$ cat src/rtl/bsg_cycle_counter_timestamper.sv
// Timestamps event pulses against a free-running cycle count and queues
// {stamp, delta, first} entries in a small FIFO with a saturating drop counter.
module bsg_cycle_counter_timestamper #(
    parameter int unsigned width_p      = 32,
    parameter int unsigned els_p        = 4,
    parameter int unsigned drop_width_p = 8
) (
    input  logic                    clk_i,
    input  logic                    reset_i,
    input  logic [width_p-1:0]      ctr_i,
    input  logic                    event_i,
    output logic                    v_o,
    input  logic                    ready_i,
    output logic [width_p-1:0]      stamp_o,
    output logic [width_p-1:0]      delta_o,
    output logic                    first_o,
    output logic                    full_o,
    output logic [drop_width_p-1:0] drop_count_o
);

    localparam int unsigned ptr_w_lp   = (els_p > 1) ? $clog2(els_p) : 1;
    localparam int unsigned cnt_w_lp   = $clog2(els_p + 1);
    localparam int unsigned entry_w_lp = 2 * width_p + 1;

    localparam logic [cnt_w_lp-1:0] els_lp      = cnt_w_lp'(els_p);
    localparam logic [ptr_w_lp-1:0] last_ptr_lp = ptr_w_lp'(els_p - 1);

    logic [entry_w_lp-1:0]   mem_r [els_p];
    logic [ptr_w_lp-1:0]     rd_ptr_r, wr_ptr_r;
    logic [cnt_w_lp-1:0]     count_r;
    logic [width_p-1:0]      last_stamp_r;
    logic                    first_armed_r;
    logic [drop_width_p-1:0] drop_count_r;

    logic                    deq, acc, drop;
    logic [width_p-1:0]      delta;
    logic [entry_w_lp-1:0]   head;

    assign deq   = (count_r != '0) & ready_i;
    // A full FIFO still takes the event when the head leaves in the same cycle.
    assign acc   = event_i & ~reset_i & ((count_r < els_lp) | deq);
    assign drop  = event_i & ~reset_i & ~acc;
    assign delta = first_armed_r ? '0 : (ctr_i - last_stamp_r);

    always_ff @(posedge clk_i) begin
        if (acc) begin
            mem_r[wr_ptr_r] <= {ctr_i, delta, first_armed_r};
        end
    end

    always_ff @(posedge clk_i) begin
        if (reset_i) begin
            rd_ptr_r      <= '0;
            wr_ptr_r      <= '0;
            count_r       <= '0;
            last_stamp_r  <= '0;
            first_armed_r <= 1'b1;
            drop_count_r  <= '0;
        end else begin
            if (acc) begin
                wr_ptr_r      <= (wr_ptr_r == last_ptr_lp) ? '0 : wr_ptr_r + ptr_w_lp'(1);
                last_stamp_r  <= ctr_i;
                first_armed_r <= 1'b0;
            end
            if (deq) begin
                rd_ptr_r <= (rd_ptr_r == last_ptr_lp) ? '0 : rd_ptr_r + ptr_w_lp'(1);
            end
            case ({acc, deq})
                2'b10:   count_r <= count_r + cnt_w_lp'(1);
                2'b01:   count_r <= count_r - cnt_w_lp'(1);
                default: count_r <= count_r;
            endcase
            if (drop && (drop_count_r != '1)) begin
                drop_count_r <= drop_count_r + drop_width_p'(1);
            end
        end
    end

    assign head         = mem_r[rd_ptr_r];
    assign stamp_o      = head[entry_w_lp-1 -: width_p];
    assign delta_o      = head[width_p:1];
    assign first_o      = head[0];
    assign v_o          = (count_r != '0);
    assign full_o       = (count_r == els_lp);
    assign drop_count_o = drop_count_r;

endmodule

$ cat config.mk
export PLATFORM = sky130hd
export DESIGN_NAME = bsg_cycle_counter_timestamper
export DESIGN_NICKNAME = d
export VERILOG_FILES = /design/src/rtl/bsg_cycle_counter_timestamper.sv
export SDC_FILE = /design/constraint.sdc
export NUM_CORES = 1
export LEC_CHECK = 0
export BUFFER_PORTS_ARGS = -buffer_cell sky130_fd_sc_hd__buf_2
export CAP_MARGIN = 10
export CORE_MARGIN = 10
export CORE_UTILIZATION = 55
export CTS_CLUSTER_DIAMETER = 200
export DETAILED_ROUTE_END_ITERATION = 10
export GPL_TIMING_DRIVEN = 0
export PLACE_DENSITY = 0.79
export SLEW_MARGIN = 15
export SYNTH_ARGS = -nofsm -noshare
export SYNTH_HDL_FRONTEND = slang
export SYNTH_SLANG_ARGS = --single-unit
$ cat constraint.sdc
create_clock -name clk_i -period 5.65 [get_ports clk_i]
set_input_delay 0 -clock clk_i [delete_from_list [all_inputs] [get_ports clk_i]]
set_output_delay 0 -clock clk_i [all_outputs]
set_load 0.05 [all_outputs]
==> summary.md, run 1 <==
| Metric | Value |
|---|---|
| Run status | `finished, final reports clean` |
| Final ANT Viol Nets | `0` |
| WL met2 | `between 10000 and 15000 µm` |
| Layout cell share with drive strength beyond 1 | `between 20% and 30%` |
| Setup TNS | `0 ps` |
| Total number of vias | `a little over 8000` |
| Max VDD drop | `roughly 0.27 mV` |
| DR pass1 iterations | `6` |
| Num CTS Buffers | `31` |
| Max cap viols | `0` |
| Final instance area | `approximately 16000 µm²` |
| Clk_skew | `between 15 and 20 ps` |
| Worst Tran Pin Value | `1040 ps` |
| Pre-CTS setup slack | `around 2600 ps` |
| Ant. Diodes | `0` |
| Hold Worst Slack | `~82 ps` |
| Total core area | `23700 µm²` |
| WHS Path Cells | `5` |
| Post-CTS resize count | `0` |
| Wirelength per Cell | `a little over 20 µm` |
| I/O Pins | `between 100 and 150` |
| Row count | `56` |
| Cell Pwr Density | `418 nW/µm²` |
| Maximum root-to-sink buffer count | `3` |
| Die ar. | `30900 µm²` |
| Synthesized cell area | `roughly 13000 µm²` |
| Critical Path Stages | `9` |
| CTS tree | `yes` |
| Antenna violations before repair | `0` |
| Seq cells post-synth | `310` |
| Fmax | `roughly 320 MHz` |
| Area post-placement | `roughly 14000 µm²` |
| Number of clock sinks | `310` |
| Syn_area_per_cell | `~15 µm²` |
| Total gr overflow | `0` |
| Final Max Tran Viols | `0` |
| Final Cycle Share | `between 50 and 60%` |
| Final hold vios | `0` |
| Final wirelength | `roughly 29000 µm` |
| Clock transition at path regs | `~60 ps` |
| R2r worst-path depth | `9` |
| Synth Flop Type | `edfxtp_1` |
| Post-synth EDFFs | `260` |
| Yosys warns | `0` |
| Slowest CP cell | `a31oi_1` |
| # nets final | `between 1000 and 1500` |
| Worst Path Buf+Inv | `0` |
| Global-route wire length before repair | `roughly 45000 µm` |
| Die Y | `around 180 µm` |
| Register area share after synthesis | `66.1%` |
| Hpwl dp | `19300 µm` |
| GRT Overall Usage | `18.3%` |
| Most common cell after layout, fill and taps aside | `edfxtp_1` |
| Starting Density | `56.3%` |
| Asr flop ratio synth | `0%` |
| Synthesized instance count | `roughly 870` |
| Crit-path cells | `ha_1, fa_1, nor2b_1, o31a_1, o311ai_1, a31oi_1, o21bai_1, o21ai_1, mux2i_1` |
| CP Data Required Time | `around 6000 ps` |
| Family with the most delay on the worst path | `compound AO/OA/AOI/OAI gates` |
| Htree depth | `1` |
| Max layer used | `met4` |
| Worst path max stage delay | `between 500 and 600 ps` |
| Distinct cells, synth | `58` |
| Crit path time final | `3150 ps` |
| Wl on met1 | `approximately 13000 µm` |
| IO Port Bufs | `110` |
| Leakage | `0.00556 µW` |
| CP max FO | `6` |
| Final setup viols | `0` |
| Largest net degree at the start of global routing | `37` |
| Top cells by area, synth | `edfxtp_1 (59%), mux4_2 (11%), dfxtp_1 (7.5%)` |
| Worst Path Arrival | `between 3000 and 4000 ps` |
| Setup crit start kind | `flop` |
| Clock root buffer | `clkbuf_16` |
| Number of global-route vias before repair | `a little over 8000` |
| DR iter-0 viols | `roughly 660` |
| Commonest non-fill, non-tap cells in the layout | `edfxtp_1 (260), buf_2 (115), mux4_2 (65)` |
| WL met3 | `between 1500 and 2000 µm` |
| Fillers | `1700` |
| Worst hold path type | `primary input to flop` |
| RSZ-0062 raised after global routing | `no` |
| Die W | `between 150 and 200 µm` |
| Post-Syn Nets | `between 900 and 1000` |
| Top cell type by total area after synthesis | `edfxtp_1` |
| Final design utilization | `66.6%` |
| Post-synth top area share | `between 50% and 60%` |
| Crit Path Category | `flop to flop` |
| Drt drc | `0` |
| CP Capture Type | `flop` |
| Worst skew pair latency | `550 ps` |
| Setup WS post-layout | `around 2500 ps` |
| Area growth, synth to finish | `18.2%` |
| Vias/cell | `around 5.8` |
| Slew HR | `a little under a third` |
| Gpl congestion | `roughly 0.9` |
[flip-flops by register name (all words and copies together) (netlist names), named ones only]
signal,cells
wr_ptr_r,2
last_stamp_r,32
drop_count_o,8
count_r,3
rd_ptr_r,2
first_armed_r,1
mem_r,260
[worst reg2reg max path, stage by stage (launching register included)]
cell      delay (ps)
dfxtp_1          330
ha_1             200
fa_1             380
nor2b_1          220
o31a_1           270
o311ai_1         150
a31oi_1          580
o21bai_1         260
o21ai_1          210
mux2i_1          360
[Yosys cell counts (2+ instances only)]
cell type,number
edfxtp_1,260
mux4_2,65
nand2_1,63
nor2_1,54
dfxtp_1,50
inv_1,43
ha_1,39
a21oi_1,37
o31ai_1,33
clkbuf_1,28
xor2_1,16
a21o_1,12
nand3_1,12
o21ai_0,11
o21ai_1,11
nor2b_1,10
nor3_1,10
o21a_1,9
xnor2_1,9
nand4_1,8
and2_1,6
buf_1,6
a31oi_1,5
buf_2,5
or3_1,5
nand2b_1,4
nand3b_1,4
o211ai_1,4
o21bai_1,4
a211oi_1,3
and3_1,3
mux2_1,3
mux2i_1,3
o31a_1,3
a21oi_4,2
a31o_1,2
fa_1,2
nand4b_1,2
nor3_2,2
o211a_1,2
[layout make-up]
| class | count | area, µm² | share of cell area [%] |
|---|---|---|---|
| Tap cell | 319 | 399 | 2.53 |
| Clock inverter | 22 | 231 | 1.47 |
| Buffer | 40 | 164 | 1.04 |
| Timing Repair Buffer | 148 | 971 | 6.16 |
| Clock buffer | 35 | 821 | 5.21 |
| Inverter | 43 | 161 | 1.02 |
| Multi-Input combinational cell | 475 | 4210 | 26.7 |
| Sequential cell | 310 | 8810 | 55.9 |
[power breakdown]
part	leakage [µW]	internal, µW	switching, µW
clock network	0.000524	1230	847
registers	0.00280	2650	40.4
logic	0.00224	583	1230
[logic make-up after synthesis]
family / share of synthesized area [%]
DFF: 66.1
and+or+nand+nor: 6.60
AOI/OAI and AO/OA: 7.81
buffers and inverters: 2.44
muxes: 11.5
adders and majority gates: 3.96
xor gates and xnor gates: 1.64
[worst paths after layout]
| check | start | to | slack (ps) |
|---|---|---|---|
| setup / recovery | last_stamp_r[0] | mem_r[2][31] | 2500 |
| hold / removal | reset_i | drop_count_o[0] | 80 |
| setup reg to reg | last_stamp_r[0] | mem_r[2][31] | 2500 |
| hold reg to reg | last_stamp_r[22] | last_stamp_r[22] | 470 |
[metrics by stage]
| stage | cells | total power [µW] |
|---|---|---|
| after floorplan | 868 | 4120 |
| after global placement | 1297 | 4520 |
| after detailed placement | 1301 | 4550 |
| after CTS | 1392 | 6640 |
| after global routing | 1392 | 6840 |
| final | 1392 | 6590 |
[metal layers]
metal | up-vias | GRT usage, %
li1 | 3718 | -
met1 | 4071 | 25.0
met2 | 282 | 29.9
met3 | 43 | 3.07
met4 | 0 | 5.23
met5 | - | 0
[repair_timing]
| item | 4_1_cts | 5_1_grt |
|---|---|---|
| setup buffers | 0 | 0 |
| endpoints found under the hold margin | 166 | 0 |
| hold buffers | 34 | 0 |
(Power assumes the default switching activity.)
==> run 2, diff against run 1 <==
ABC_AREA = 1   (was default)
CORE_UTILIZATION = 54   (was 55)
PLACE_DENSITY = 0.81   (was 0.79)
clock period = 2.77 ns   (was 5.65 ns; I/O delays follow)
==> summary.md, run 2 <==
| Metric | Value |
|---|---|
| Hpwl dp | `about 25000 µm` |
| DR pass1 iterations | `5` |
| Total gr overflow | `0` |
| Yosys warns | `0` |
| Wirelength per Cell | `roughly 18 µm` |
| RSZ-0062 raised after global routing | `no` |
| Final instance area | `approximately 17000 µm²` |
| Cell Pwr Density | `869 nW/µm²` |
| Total number of vias | `around 11000` |
| Synth Flop Type | `edfxtp_1` |
| # nets final | `roughly 1700` |
| Post-synth EDFFs | `between 200 and 300` |
| Post-Syn Nets | `1497` |
| Worst Tran Pin Value | `~850 ps` |
| Die ar. | `between 30000 and 40000 µm²` |
| Distinct cells, synth | `34` |
| Final hold vios | `0` |
| Setup TNS | `0 ps` |
| Syn_area_per_cell | `approximately 10 µm²` |
| Max reg flops | `260` |
| GRT Overall Usage | `approximately a fifth` |
| Largest net degree at the start of global routing | `25` |
| Commonest non-fill, non-tap cells in the layout | `edfxtp_1 (260), nand2_1 (250), nor2_1 (195)` |
| Synthesized instance count | `1420` |
| Worst Path Arrival | `2730 ps` |
| Crit path time final | `~2700 ps` |
| Final Max Tran Viols | `0` |
| Slowest CP cell | `buf_2` |
| Synthesized cell area | `approximately 14000 µm²` |
| Post-synth top area share | `between 50% and 60%` |
| Pint | `between 8000 and 9000 µW` |
| Global-route wire length before repair | `between 50000 and 60000 µm` |
| Crit Path Category | `flop to output port` |
| Worst path max stage delay | `about 400 ps` |
| Switching share of total power | `38.6%` |
| Top cells by area, synth | `edfxtp_1 (55%), dfxtp_1 (7.1%), nand2_1 (6.6%)` |
| Gpl congestion | `about 0.99` |
| Top cell type by total area after synthesis | `edfxtp_1` |
| Total core area | `around 26000 µm²` |
| IO Port Bufs | `109` |
| Run status | `finished, final reports clean` |
| Number of global-route vias before repair | `between 10000 and 15000` |
| Worst hold path type | `primary input to flop` |
| Maximum root-to-sink buffer count | `3` |
| Final wirelength | `between 30000 and 40000 µm` |
| Cell with the most instances after synthesis | `edfxtp_1` |
| Num CTS Buffers | `30` |
| Setup crit start kind | `flop` |
| Combinational power share | `33.7%` |
| Biggest register | `mem_r` |
| Final ANT Viol Nets | `0` |
| Final design utilization | `between 60% and 70%` |
| Htree depth | `1` |
| Slew HR | `43.1%` |
| Clock transition at path regs | `~70 ps` |
| Final Cycle Share | `between 90% and 100%` |
| Leakage | `0.00674 µW` |
| Crit-path cells | `buf_2, inv_2, buf_2, buf_2, nor2_1, o22ai_1, buf_2` |
| DR iter-0 viols | `~1000` |
| CP Capture Type | `output port` |
| Fmax | `367 MHz` |
| Synth top cells by count | `edfxtp_1 (260), nand2_1 (250), nor2_1 (199), o21ai_0 (177), inv_1 (152)` |
| Die W | `182 µm` |
| Worst skew pair latency | `approximately 560 ps` |
| CP Data Required Time | `2770 ps` |
| Clock share of power | `28.8%` |
| Starting Density | `approximately 55%` |
| Layout cell share with drive strength beyond 1 | `15.3%` |
| P_sw | `between 5000 and 6000 µW` |
| Die Y | `between 150 and 200 µm` |
| Fillers | `2018` |
| Number of clock sinks | `310` |
| Asr flop ratio synth | `0%` |
| Register area share after synthesis | `between 60% and 70%` |
| Drt drc | `0` |
| CTS tree | `yes` |
| Most common cell after layout, fill and taps aside | `edfxtp_1` |
| Seq cells post-synth | `310` |
| Max cap viols | `0` |
| Clk_skew | `about 15 ps` |
| Vias/cell | `5.52` |
| Row count | `slightly below 60` |
| Antenna violations before repair | `0` |
| Clock root buffer | `clkbuf_16` |
| Ant. Diodes | `0` |
| Max VDD drop | `between 0.7 and 0.8 mV` |
| Final setup viols | `0` |
| I/O Pins | `111` |
| CP max FO | `10` |
| Seq pwr share | `a little under two fifths` |
| Area post-placement | `between 15000 and 20000 µm²` |
| Cell mode on critical path | `buf_2` |
| Area growth, synth to finish | `18.2%` |
-- run 2: critical path: cells and delay by family, from the launching register on --
kind / cells / cell delay, ps
buf+inv: 5 / 1430
simple gates: 1 / 80
flops: 1 / 340
compound gates: 1 / 290
-- run 2: final timing paths --
kind / to / cells past startpoint / startpoint / slack (ps)
min reg2reg: last_stamp_r[25] / 2 / last_stamp_r[25] / 470
min: mem_r[2][38] / 2 / ctr_i[5] / 230
max reg2reg: mem_r[3][21] / 11 / last_stamp_r[0] / 340
max: first_o / 7 / flop / 40
-- run 2: cell type report --
type	count	area (µm²)	area share, %
sequential	310	8810	52.7
multi-input combinational	889	4500	26.9
timing repair buffer	155	1100	6.58
clock buffer	38	841	5.03
inverter	168	631	3.77
tap	335	419	2.51
buffer	52	235	1.41
clock inverter	18	188	1.12
-- run 2: metal layers --
layer / wire [µm] / GRT usage (%)
met1: 14700 / 26.7
met2: 17500 / 36.2
met3: 2410 / 3.34
met4: 1190 / 7.29
met5: 0 / 0
-- run 2: per-stage QoR --
stage          total power, µW  hold WS (ps)  std cells  setup slack, ps
2_1_floorplan             9020          98.9       1420            -52.6
3_3_place_gp             10300           231       1864            -1360
3_5_place_dp             10400           246       1872              419
4_1_cts                  14600           223       1966             51.4
5_1_grt                  15200           243       1965             8.64
6_report                 14500           234       1965             43.0
-- run 2: cell families after synthesis --
group | synth area share [%]
compound gates | 11.6
xor+xnor | 0.495
fa+ha+maj | 3.73
buf+inv | 6.13
flops | 62.3
simple gates | 15.8
-- run 2: what timing repair did --
action | CTS | global route
setup buffers | 0 | 0
resized for setup | 0 | 4
hold buffers | 38 | 0
endpoints found under the setup margin | 0 | 21
hold endpoints to repair | 172 | 0
-- run 2: power groups by stage --
| stage | combinational [µW] | sequential (µW) | clock, µW |
|---|---|---|---|
| CTS | 4910 | 5450 | 4220 |
| global route | 5280 | 5470 | 4400 |
| global placement | 4730 | 5550 | 0 |
| floorplan | 3490 | 5530 | 0 |
| detailed placement | 4850 | 5550 | 0 |
| finish | 4900 | 5450 | 4180 |
